`config.mk`:
```
export PLATFORM = sky130hd
export DESIGN_NAME = conv_kxk_stream
export DESIGN_NICKNAME = d
export VERILOG_FILES = /design/src/rtl/conv_kxk_stream.sv
export SDC_FILE = /design/constraint.sdc
export NUM_CORES = 1
export LEC_CHECK = 0
export CORE_MARGIN = 10
export CORE_UTILIZATION = 51
export DETAILED_ROUTE_END_ITERATION = 8
export HOLD_SLACK_MARGIN = 0.05
export PLACE_DENSITY_LB_ADDON = 0.08
export SLEW_MARGIN = 15
export SYNTH_ARGS = -nofsm -noshare
export SYNTH_HDL_FRONTEND = slang
export SYNTH_SLANG_ARGS = --single-unit
```
`constraint.sdc`:
```
create_clock -name clk -period 8.8 [get_ports clk]
set_input_delay 0.88 -clock clk [delete_from_list [all_inputs] [get_ports clk]]
set_output_delay 0.88 -clock clk [all_outputs]
set_load 0.1 [all_outputs]
```
`src/rtl/conv_kxk_stream.sv`:
```
// Streaming KxK convolution MAC: accepts one window at a time, folds
// LANES taps per clock into the accumulator, then shifts, relus and saturates.
module conv_kxk_stream #(
   parameter int DATA_WIDTH = 8,
   parameter int ACC_WIDTH  = 32,
   parameter int OUT_WIDTH  = 32,
   parameter int K          = 3,
   parameter int LANES      = 1
) (
   input  logic                          clk,
   input  logic                          rst,
   input  logic                          in_valid,
   output logic                          in_ready,
   input  logic [K*K*DATA_WIDTH-1:0]     win_flat,
   input  logic [K*K*DATA_WIDTH-1:0]     wgt_flat,
   input  logic [ACC_WIDTH-1:0]          bias,
   input  logic [4:0]                    shift,
   input  logic                          relu_en,
   output logic                          out_valid,
   input  logic                          out_ready,
   output logic [OUT_WIDTH-1:0]          result
);

   localparam int N     = K * K;
   localparam int NB    = (N + LANES - 1) / LANES;
   localparam int BW    = (NB > 1) ? $clog2(NB) : 1;
   localparam int NBITS = N * DATA_WIDTH;
   localparam logic [BW-1:0] LAST = BW'(NB - 1);
   localparam logic signed [ACC_WIDTH-1:0] OMAX =
      {{(ACC_WIDTH-OUT_WIDTH+1){1'b0}}, {(OUT_WIDTH-1){1'b1}}};
   localparam logic signed [ACC_WIDTH-1:0] OMIN = ~OMAX;

   if (OUT_WIDTH > ACC_WIDTH || K < 1 || LANES < 1 || LANES > K * K)
   begin : g_param_err
      $error("conv_kxk_stream: illegal parameter combination");
   end

   typedef enum logic [1:0] {IDLE, RUN, OUT} state_t;

   state_t                        state_q, state_d;
   logic [BW-1:0]                 beat_q, beat_d;
   logic [NBITS-1:0]              win_q, win_d;
   logic [NBITS-1:0]              wgt_q, wgt_d;
   logic [4:0]                    shift_q, shift_d;
   logic                          relu_q, relu_d;
   logic signed [ACC_WIDTH-1:0]   acc_q, acc_d;
   logic [OUT_WIDTH-1:0]          res_q, res_d;
   logic                          vld_q, vld_d;

   logic                          accept;
   logic signed [ACC_WIDTH-1:0]   beat_sum, a_ext, w_ext;
   logic signed [ACC_WIDTH-1:0]   sum_fin, shifted, relued, clamped;
   int                            tap;

   assign in_ready  = (state_q == IDLE) | ((state_q == OUT) & out_ready);
   assign accept    = in_valid & in_ready;
   assign out_valid = vld_q;
   assign result    = res_q;

   // Taps past N in the last beat are simply skipped.
   always_comb begin
      beat_sum = '0;
      a_ext    = '0;
      w_ext    = '0;
      tap      = 0;
      for (int l = 0; l < LANES; l++) begin
         tap = int'(beat_q) * LANES + l;
         if (tap < N) begin
            a_ext = ACC_WIDTH'($signed(win_q[tap*DATA_WIDTH +: DATA_WIDTH]));
            w_ext = ACC_WIDTH'($signed(wgt_q[tap*DATA_WIDTH +: DATA_WIDTH]));
            beat_sum = beat_sum + a_ext * w_ext;
         end
      end
   end

   always_comb begin
      sum_fin = acc_q + beat_sum;
      shifted = sum_fin >>> shift_q;
      relued  = (relu_q && shifted[ACC_WIDTH-1]) ? '0 : shifted;
      if (relued > OMAX) begin
         clamped = OMAX;
      end else if (relued < OMIN) begin
         clamped = OMIN;
      end else begin
         clamped = relued;
      end
   end

   always_comb begin
      state_d = state_q;
      beat_d  = beat_q;
      win_d   = win_q;
      wgt_d   = wgt_q;
      shift_d = shift_q;
      relu_d  = relu_q;
      acc_d   = acc_q;
      res_d   = res_q;
      vld_d   = vld_q;
      unique case (state_q)
         IDLE: ;
         RUN: begin
            acc_d = sum_fin;
            if (beat_q == LAST) begin
               res_d   = clamped[OUT_WIDTH-1:0];
               vld_d   = 1'b1;
               state_d = OUT;
            end else begin
               beat_d = beat_q + BW'(1);
            end
         end
         OUT: begin
            if (out_ready) begin
               vld_d   = 1'b0;
               state_d = IDLE;
            end
         end
         default: state_d = IDLE;
      endcase
      // A new window overrides the OUT -> IDLE return.
      if (accept) begin
         win_d   = win_flat;
         wgt_d   = wgt_flat;
         shift_d = shift;
         relu_d  = relu_en;
         acc_d   = bias;
         beat_d  = '0;
         state_d = RUN;
      end
   end

   always_ff @(posedge clk or posedge rst) begin
      if (rst) begin
         state_q <= IDLE;
         beat_q  <= '0;
         win_q   <= '0;
         wgt_q   <= '0;
         shift_q <= '0;
         relu_q  <= 1'b0;
         acc_q   <= '0;
         res_q   <= '0;
         vld_q   <= 1'b0;
      end else begin
         state_q <= state_d;
         beat_q  <= beat_d;
         win_q   <= win_d;
         wgt_q   <= wgt_d;
         shift_q <= shift_d;
         relu_q  <= relu_d;
         acc_q   <= acc_d;
         res_q   <= res_d;
         vld_q   <= vld_d;
      end
   end

endmodule

```
==> impl_metrics.toml, run 1 <==
[routing]
detail_route.wl_per_cell_um = 22.0
vias_per_cell = 5.89
first_pass_iters = 8
wl_um = 51500
drtIter0Drc = 933
final_antenna_net_count = 0
drc = 0
vias = 13800

[yosys]
mappedNetlistNets = 1865
ys_warn_count = 0
async_flop_share_pct = 100
synth_edf_count = 0
synth_top_family_by_area = "multiplexers"
synth-seq-cells = 221
synth_xor_area_share_pct = 2.78
syn_inst = 1574
synthSimpleGateAreaFrac_pct = 12.5
synth.yosys.seq_area_share_pct = 34.9
synth_fa_ha_area_share_pct = 10.9
syn_avg_cell_area_um2 = 10.1
yosysUniqueCellTypes = 97
synth_ff_type = "dfrtp_1"
synth_area_mm2 = 0.0159
synth_compound_area_share_pct = 15.9
synth_mux_area_share_pct = 18.1

[timing]
max_freq_mhz = 116
holdWs_ns = 0.474
hold_viol = 0
rsz0062_at_grt = "yes"
drv_slew = 0
period_share_pct = 97.9
worst_pin_slew_ns = 1.05
relSlewSlack_pct = 29.9
finalClockSkew_ns = 0.0211
fin_crit_ns = 8.61
setup-violations-final = 0

[hold_path]
hold_depth = 2
hp-class = "flop to flop"

[placed_design]
io_buffers = 219
gp_congestion = 0.975
hpwl_um = 39000

[worst_setup_path]
reg2reg_slack_ns = 0.19
crit_fanout = 7
reg2regPathDepth = 36
critical-path-slowest-cell = "fa_1"
worstPathRequired_ns = 9.26
critPathArrivalTime_ns = 9.07
crit_top_cell = "buf_4"
cpPeakStageDelay_ns = 0.57
criticalPathCategory = "flop to flop"
end_kind = "flop"
cp-start-kind = "flop"

[global_route]
grt_pass1_vias = 14100
track_usage_pct = 25.8
antenna_found_initial = 4
grt-ovfl-total = 0
grt_pass1_wl_um = 80600
grt_max_degree = 164

[die]
io_pins = 220
start_util_pct = 51.7
core_area_mm2 = 0.0307
rows = 64
die_area_mm2 = 0.0385
die_x_um = 196
die_h_um = 196

[finish]
syn2layout_area_growth_pct = 35.5
nets = 2223
fill_cells = 2365
layout-drive-gt1-share_pct = 31.1

[clocking]
hold_buffers = 0
numCtsBuffers = 26
clock_sinks = 221
clockBufferDepth = 3
cts_tree = "built"
cts_max_level = 1
clk_pin_slew_ns = 0.06
clock-root-buffer = "clkbuf_16"
clk_latency_ns = 0.57

[outcome]
status = "complete, no violations"

[run]
maxCapViolCount = 0
cell usage in the layout (no fill, tap or decap), types with 9 or more instances in the layout:
cell type,instances
mux2i_1,22
nand2b_1,12
inv_2,14
clkdlybuf4s50_1,219
a21oi_2,26
clkbuf_16,26
mux4_2,41
dfrtp_1,218
fa_1,53
nor2_1,128
inv_1,96
a21o_1,10
nor3_1,23
o21ai_1,9
buf_4,172
and3_1,9
mux2_2,148
nand2_1,150
a21oi_1,54
a22oi_1,19
xor2_1,15
o21a_1,10
a211oi_1,13
ha_4,10
xnor2_1,18
ha_1,38
a32oi_1,9
nor2b_1,9
or2_2,9
a221o_1,18
nand3_1,15
buf_6,21
o211ai_1,13
o21ai_0,62
sequential cells by signal (all words and copies together) (netlist names):
signal	flops
wgt_q	72
shift_q	5
win_q	72
acc_q	32
out_valid	1
result	32
relu_q	1
state_q	2
beat_q	4
area by class of cell:
| class | instances | area, µm² | area share [%] |
|---|---|---|---|
| well taps | 396 | 495 | 2.31 |
| flip-flops and latches | 221 | 5530 | 25.8 |
| inverters | 112 | 428 | 1.99 |
| clock buffers | 37 | 742 | 3.45 |
| repair buffers | 419 | 3850 | 17.9 |
| diodes | 1 | 2.50 | 0.0116 |
| multi-input cells | 1152 | 10400 | 48.3 |
| clock inverters | 6 | 61.3 | 0.285 |
timing repair:
| action | 4_1_cts | 5_1_grt |
|---|---|---|
| endpoints found under the hold margin | 0 | 0 |
| pin swaps | 12 | 70 |
| buffers inserted | 13 | 30 |
| resized for setup | 26 | 164 |
| setup endpoints to repair | 21 | 31 |
cells by family (layout without fill, tap and decap cells):
family | Yosys count | count (layout)
muxes | 217 | 217
and+or+nand+nor | 427 | 427
DFF | 221 | 221
other | 0 | 1
AOI/OAI and AO/OA | 356 | 356
xor gates and xnor gates | 47 | 47
adders and majority gates | 105 | 105
buffers and inverters | 201 | 574
critical path, delay by kind of cell, from the launching register on:
family,cells,cell delay [ns]
buffers and inverters,12,1.30
flip-flops,1,0.50
XOR/XNOR,1,0.12
adder cells (fa/ha/maj),6,2.54
AND/OR/NAND/NOR,5,1.29
AO/OA/AOI/OAI,9,1.73
multiplexers,3,1.02
layer usage:
| metal | GRT usage, % | routed length, µm |
|---|---|---|
| met1 | 35.1 | 22100 |
| met2 | 40.6 | 24000 |
| met3 | 5.46 | 3630 |
| met4 | 7.86 | 1780 |
| met5 | 0 | 47 |
path summary, 6_finish.rpt:
path,endpoint,from
setup / recovery,result[14]$_DFFE_PP0P_,beat_q[0]$_DFFE_PP0P_
hold / removal,result[27]$_DFFE_PP0P_,result[27]$_DFFE_PP0P_
setup reg to reg,result[14]$_DFFE_PP0P_,beat_q[0]$_DFFE_PP0P_
hold reg to reg,result[27]$_DFFE_PP0P_,result[27]$_DFFE_PP0P_
max in group asynchronous,win_q[25]$_DFFE_PP0P_,rst
min in group asynchronous,wgt_q[17]$_DFFE_PP0P_,rst
Yosys cell counts, types with 14 or more instances:
cell type | count | area share [%]
a211oi_1 | 16 | 0.76
a21oi_1 | 86 | 2.7
a221o_1 | 18 | 1.1
a22oi_1 | 20 | 0.95
clkbuf_1 | 69 | 1.6
dfrtp_1 | 221 | 35
fa_1 | 56 | 7.1
ha_1 | 49 | 3.9
inv_1 | 108 | 2.6
mux2_2 | 150 | 11
mux2i_1 | 26 | 1.6
mux4_2 | 41 | 5.8
nand2_1 | 156 | 3.7
nand2b_1 | 14 | 0.55
nand3_1 | 16 | 0.51
nor2_1 | 136 | 3.2
nor3_1 | 26 | 0.82
o21ai_0 | 67 | 2.1
xnor2_1 | 24 | 1.3
xor2_1 | 20 | 1.1
through the flow:
step / TNS [ns] / worst slack [ns] / utilization, % / cell area (µm²) / instances
2_1_floorplan: 0 / 0.00552 / - / 15900 / 1574
3_3_place_gp: -0.386 / -0.128 / 63.6 / 19500 / 2260
3_5_place_dp: -1.77 / -0.236 / 63.6 / 19500 / 2260
4_1_cts: 0 / 0.00797 / 66.9 / 20500 / 2316
5_1_grt: -0.384 / -0.0906 / 70.0 / 21500 / 2343
6_report: 0 / 0.187 / 70.1 / 21500 / 2344
Power of run 1 is left out: the tool's default activity adds up to more than one toggle a clock period on the data nets, which glitch-free logic cannot reach.
==> run 2, diff against run 1 <==
- CAP_MARGIN: default -> 20
==> results of run 2 <==
The final DEF is identical to that of run 1; final timing and power are the same.
Power of run 2 is left out for the same reason.
